## config.mk

```make
export PLATFORM = sky130hd
export DESIGN_NAME = rtc_bus_arbiter
export DESIGN_NICKNAME = d
export VERILOG_FILES = /design/src/rtl/rtc_bus_pkg.sv /design/src/rtl/rtc_phase_timer.sv /design/src/rtl/rtc_bus_arbiter.sv
export SDC_FILE = /design/constraint.sdc
export NUM_CORES = 1
export LEC_CHECK = 0
export CAP_MARGIN = 20
export CORE_MARGIN = 2
export CORE_UTILIZATION = 34
export DETAILED_ROUTE_END_ITERATION = 10
export GPL_TIMING_DRIVEN = 0
export HOLD_SLACK_MARGIN = 0.08
export PLACE_DENSITY = 0.59
export SKIP_CTS_REPAIR_TIMING = 1
export SYNTH_ARGS = -nofsm -noshare
export SYNTH_HDL_FRONTEND = slang
export SYNTH_SLANG_ARGS = --single-unit
```

## constraint.sdc

```tcl
create_clock -name clock -period 7.08 [get_ports clock]
set_input_delay 0.708 -clock clock [delete_from_list [all_inputs] [get_ports clock]]
set_output_delay 0.708 -clock clock [all_outputs]
set_load 0.01 [all_outputs]
```

## src/rtl/rtc_bus_pkg.sv

```systemverilog
// Shared definitions for the RTC multiplexed-bus arbiter: FSM states,
// the default phase length, and the per-state bus drive pattern.
package rtc_bus_pkg;

  localparam int T_PHASE_DEFAULT = 10;

  typedef enum logic [2:0] {
    IDLE    = 3'd0,
    A_SET   = 3'd1,
    A_STB   = 3'd2,
    A_HOLD  = 3'd3,
    D_SET   = 3'd4,
    D_STB   = 3'd5,
    D_HOLD  = 3'd6,
    RECOVER = 3'd7
  } state_t;

  typedef struct packed {
    logic       cs_n;
    logic       rd_n;
    logic       wr_n;
    logic       a_d;
    logic       ad_oe;
    logic [7:0] ad_out;
  } bus_t;

  localparam bus_t BUS_IDLE = '{cs_n: 1'b1, rd_n: 1'b1, wr_n: 1'b1,
                                a_d: 1'b0, ad_oe: 1'b0, ad_out: 8'h00};

  function automatic state_t next_phase(input state_t s);
    state_t n;
    case (s)
      A_SET:   n = A_STB;
      A_STB:   n = A_HOLD;
      A_HOLD:  n = D_SET;
      D_SET:   n = D_STB;
      D_STB:   n = D_HOLD;
      D_HOLD:  n = RECOVER;
      default: n = IDLE;
    endcase
    return n;
  endfunction

  // Bus pattern for a given state; reads never drive the pad in the data phase.
  function automatic bus_t bus_drive(input state_t s, input logic is_wr,
                                     input logic [7:0] addr, input logic [7:0] data);
    bus_t b;
    b = BUS_IDLE;
    case (s)
      A_SET, A_STB, A_HOLD: begin
        b.cs_n   = 1'b0;
        b.ad_oe  = 1'b1;
        b.ad_out = addr;
        b.wr_n   = (s == A_STB) ? 1'b0 : 1'b1;
      end
      D_SET, D_STB, D_HOLD: begin
        b.cs_n = 1'b0;
        b.a_d  = 1'b1;
        if (is_wr) begin
          b.ad_oe  = 1'b1;
          b.ad_out = data;
          b.wr_n   = (s == D_STB) ? 1'b0 : 1'b1;
        end else begin
          b.rd_n = (s == D_STB) ? 1'b0 : 1'b1;
        end
      end
      default: b = BUS_IDLE;
    endcase
    return b;
  endfunction

endpackage

```

## src/rtl/rtc_phase_timer.sv

```systemverilog
// Loadable down-counter that times each bus phase; tc is high at count zero.
module rtc_phase_timer (
  input  logic       clock,
  input  logic       reset,
  input  logic       load,
  input  logic [7:0] load_value,
  output logic       tc
);

  logic [7:0] count_reg;

  always_ff @(posedge clock or posedge reset) begin
    if (reset) begin
      count_reg <= 8'd0;
    end else if (load) begin
      count_reg <= load_value;
    end else if (count_reg != 8'd0) begin
      count_reg <= count_reg - 8'd1;
    end
  end

  assign tc = (count_reg == 8'd0);

endmodule

```

## src/rtl/rtc_bus_arbiter.sv

```systemverilog
// Round-robin arbiter between one read and one write requester, sequencing
// a multiplexed address/data RTC bus with fixed-length registered phases.
module rtc_bus_arbiter
  import rtc_bus_pkg::*;
#(
  parameter int T_PHASE = T_PHASE_DEFAULT
) (
  input  logic       clock,
  input  logic       reset,
  input  logic       rd_req,
  input  logic [7:0] rd_addr,
  output logic [7:0] rd_data,
  output logic       rd_done,
  input  logic       wr_req,
  input  logic [7:0] wr_addr,
  input  logic [7:0] wr_data,
  output logic       wr_done,
  output logic [7:0] ad_out,
  output logic       ad_oe,
  input  logic [7:0] ad_in,
  output logic       a_d,
  output logic       cs_n,
  output logic       rd_n,
  output logic       wr_n,
  output logic       busy
);

  localparam logic [7:0] PHASE_LOAD = 8'(T_PHASE - 1);

  state_t     state_reg, state_next;
  logic       op_wr_reg, op_wr_next;
  logic [7:0] addr_reg, addr_next;
  logic [7:0] data_reg, data_next;
  logic       prefer_rd_reg;
  logic       grant, grant_wr, finish;
  logic       timer_load, phase_tc;
  bus_t       bus_reg;
  logic [7:0] rd_data_reg;
  logic       rd_done_reg, wr_done_reg, busy_reg;

  rtc_phase_timer u_timer (
    .clock      (clock),
    .reset      (reset),
    .load       (timer_load),
    .load_value (PHASE_LOAD),
    .tc         (phase_tc)
  );

  // No grant in the done cycle, so a requester still holding its level
  // request while it sees done is not served twice.
  always_comb begin
    state_next = state_reg;
    timer_load = 1'b0;
    grant      = 1'b0;
    grant_wr   = 1'b0;
    finish     = 1'b0;
    if (state_reg == IDLE) begin
      if ((rd_req || wr_req) && !rd_done_reg && !wr_done_reg) begin
        grant      = 1'b1;
        grant_wr   = wr_req && (!rd_req || !prefer_rd_reg);
        state_next = A_SET;
        timer_load = 1'b1;
      end
    end else if (phase_tc) begin
      state_next = next_phase(state_reg);
      timer_load = (state_reg != RECOVER);
      finish     = (state_reg == RECOVER);
    end
  end

  assign op_wr_next = grant ? grant_wr : op_wr_reg;
  assign addr_next  = grant ? (grant_wr ? wr_addr : rd_addr) : addr_reg;
  assign data_next  = grant ? wr_data : data_reg;

  always_ff @(posedge clock or posedge reset) begin
    if (reset) begin
      state_reg     <= IDLE;
      op_wr_reg     <= 1'b0;
      addr_reg      <= 8'h00;
      data_reg      <= 8'h00;
      prefer_rd_reg <= 1'b0;
      bus_reg       <= BUS_IDLE;
      rd_data_reg   <= 8'h00;
      rd_done_reg   <= 1'b0;
      wr_done_reg   <= 1'b0;
      busy_reg      <= 1'b0;
    end else begin
      state_reg   <= state_next;
      op_wr_reg   <= op_wr_next;
      addr_reg    <= addr_next;
      data_reg    <= data_next;
      if (grant) begin
        prefer_rd_reg <= grant_wr;
      end
      bus_reg     <= bus_drive(state_next, op_wr_next, addr_next, data_next);
      rd_done_reg <= finish && !op_wr_reg;
      wr_done_reg <= finish && op_wr_reg;
      busy_reg    <= (state_next != IDLE);
      // Sample the pad on the last cycle of the read strobe.
      if (state_reg == D_STB && phase_tc && !op_wr_reg) begin
        rd_data_reg <= ad_in;
      end
    end
  end

  assign ad_out  = bus_reg.ad_out;
  assign ad_oe   = bus_reg.ad_oe;
  assign a_d     = bus_reg.a_d;
  assign cs_n    = bus_reg.cs_n;
  assign rd_n    = bus_reg.rd_n;
  assign wr_n    = bus_reg.wr_n;
  assign rd_data = rd_data_reg;
  assign rd_done = rd_done_reg;
  assign wr_done = wr_done_reg;
  assign busy    = busy_reg;

endmodule

```

==> flow_summary.json <==
{
  "nNetsFinal": 312,
  "firstDrtPassIters": 4,
  "h-tree-depth": 2,
  "areaGrowthSynthToFinish_pct": 34.31,
  "grt_pass1_vias": 1701,
  "syn-instance-count": 203,
  "clk_pin_slew_ns": 0.10,
  "synthTopCellsByCount": "dfrtp_1 (50), nand2_1 (20), mux2_2 (17)",
  "critPathLaunchType": "primary input",
  "cpPeakStageDelay_ns": 0.52,
  "cts_tree": "yes",
  "slew_headroom_pct": 52.52,
  "path_max_fanout": 10,
  "drt_iter0_drc": 65,
  "wl_per_cell_um": 13.44,
  "clockRootBuffer": "clkbuf_8",
  "synth_cell_type_count": 49,
  "fmax_mhz": 401.7,
  "clock-sinks": 53,
  "vdd_drop_max_mv": 0.1509,
  "arrival_ns": 2.65,
  "synthFlopType": "dfrtp_1",
  "synth_edf_count": 0,
  "async_reset_ff_share_pct": 100.0,
  "synth_area_um2": 2385,
  "synth_top_area_share_pct": 52.47,
  "io_pins": 60,
  "synth.most_common_cell": "dfrtp_1",
  "finClkSkew_ns": 0.004248,
  "numCtsBuffers": 5,
  "synth_seq_cells": 53,
  "drcViolationCount": 0,
  "tightest_slew_ns": 0.7122,
  "cpMaxStageDelayCell": "or4_4",
  "drv_slew": 0,
  "dp_slack_ns": 4.229,
  "drive_above_1_share_pct": 18.08,
  "die_h_um": 87.75,
  "start_util_pct": 35.10,
  "seq_area_frac_synth_pct": 55.77,
  "via_per_inst": 4.657,
  "antennaDiodeCount": 0,
  "rsz0062_at_grt": "false",
  "syn_nets": 245,
  "cp.required_ns": 7.25,
  "fillCellCount": 653,
  "avgSynthCellArea_um2": 11.75,
  "maxCapViolCount": 0,
  "placed_cell_area_um2": 3115,
  "crit_path_end_kind": "flop",
  "ys_top_cells_by_area": "dfrtp_1 (52%), mux2_2 (8.0%), mux2i_1 (3.4%), dfstp_2 (3.3%), ha_1 (3.1%)",
  "clk_latency_ns": 0.30,
  "setup_viol_count_final": 0,
  "hold_viol": 0,
  "grt_max_degree": 28,
  "grt_pass1_wl_mm": 8.300,
  "ant_nets": 0,
  "finalWorstSetupSlack_ns": 4.591,
  "path_buf_inv": 3,
  "final_area_um2": 3203,
  "gp_congestion": 0.7201,
  "status": "finished, final reports clean",
  "die_x_um": 87.75,
  "layout_min_cycle_time_ns": 2.489,
  "vias": 1709,
  "die-area_um2": 7700,
  "path_delay_family": "buffers and inverters",
  "timing.final.crit_share_pct": 35.16,
  "worstSetupPathType": "in -> reg",
  "numPortBuffers": 59,
  "std_cell_rows": 30,
  "worstPathCellList": "clkdlybuf4s50_1 -> nor2_1 -> or4_4 -> clkbuf_1 -> buf_2 -> a21oi_1 -> o22ai_1",
  "synth_top_area_cell": "dfrtp_1",
  "dp_hpwl_mm": 3.633,
  "total_power_w": 0.001207,
  "grt.total_usage_pct": 13.98,
  "power_density_nw_per_um2": 376.9,
  "cts_max_path_buffers": 2,
  "ys_warn_count": 0,
  "wl_mm": 4.931,
  "final_util_pct": 47.15,
  "grt-ovfl-total": 0,
  "power_leakage_nw": 1.384,
  "fp.coreArea_um2": 6794,
  "hp-class": "reg -> reg",
  "fin_setup_tns_ns": 0,
  "antenna_found_initial": 0
}
cells in the final DEF (no fill, tap or decap), types with 3 or more instances in the layout:
cell              n
ha_1              6
dfrtp_1          50
clkdlybuf4s50_1  59
mux2i_1           8
inv_1            15
nor3_1            3
mux2_2           17
dfstp_2           3
nor2_1           14
clkbuf_8          5
o21ai_0           3
nand2_1          20
o22ai_1           8
a21oi_1          12
per-stage QoR:
step                cells  hold slack (ns)
finish                367           0.4736
global route          367           0.5007
CTS                   367           0.4774
detailed placement    359           0.4545
global placement      358           0.4476
floorplan             203           0.4354
power by group:
part           internal, W  switching (W)
sequential        0.000431      0.0000605
clock            0.0000699      0.0000979
combinational     0.000269       0.000280
kinds of logic after synthesis:
group / Yosys count / share of synthesized area [%]
adders and majority gates: 6 / 3.148
and+or+nand+nor: 57 / 13.69
xor gates and xnor gates: 3 / 1.102
AOI/OAI and AO/OA: 36 / 10.91
muxes: 25 / 11.39
buffers and inverters: 23 / 3.987
DFF: 53 / 55.77
routing by layer:
metal	wire (um)	vias to the layer above	GRT usage [%]
met5	0	-	0
met2	2496	29	23.97
li1	-	840	-
met1	2231	838	17.88
met4	33	0	3.776
met3	170	2	3.110
path summary, 6_finish.rpt:
kind	from	slack, ns	depth (start not counted)	end
setup reg to reg	u_timer.count_reg[0]	4.59	8	ad_oe
setup / recovery	rd_req	4.59	7	ad_out[1]
min in group asynchronous	reset	0.78	2	rd_data[5]
hold reg to reg	addr_reg[2]	0.47	2	addr_reg[2]
hold / removal	addr_reg[2]	0.47	2	addr_reg[2]
max in group asynchronous	reset	5.69	3	wr_n
tightest hold or removal path, delay by kind of cell (launching register included):
family          cells  cell delay (ns)
buf+inv             1             0.04
flops               1             0.34
compound gates      1             0.07
cell type report:
cell class / instances / area, um2 / area share [%]
tap: 96 / 120.1 / 3.750
sequential: 53 / 1330 / 41.52
timing repair buffer: 60 / 610.6 / 19.06
multi-input combinational: 127 / 959.7 / 29.96
clock inverter: 2 / 15.01 / 0.4688
buffer: 5 / 25.02 / 0.7813
clock buffer: 6 / 72.57 / 2.266
inverter: 18 / 70.07 / 2.188
(Power assumes the default switching activity.)
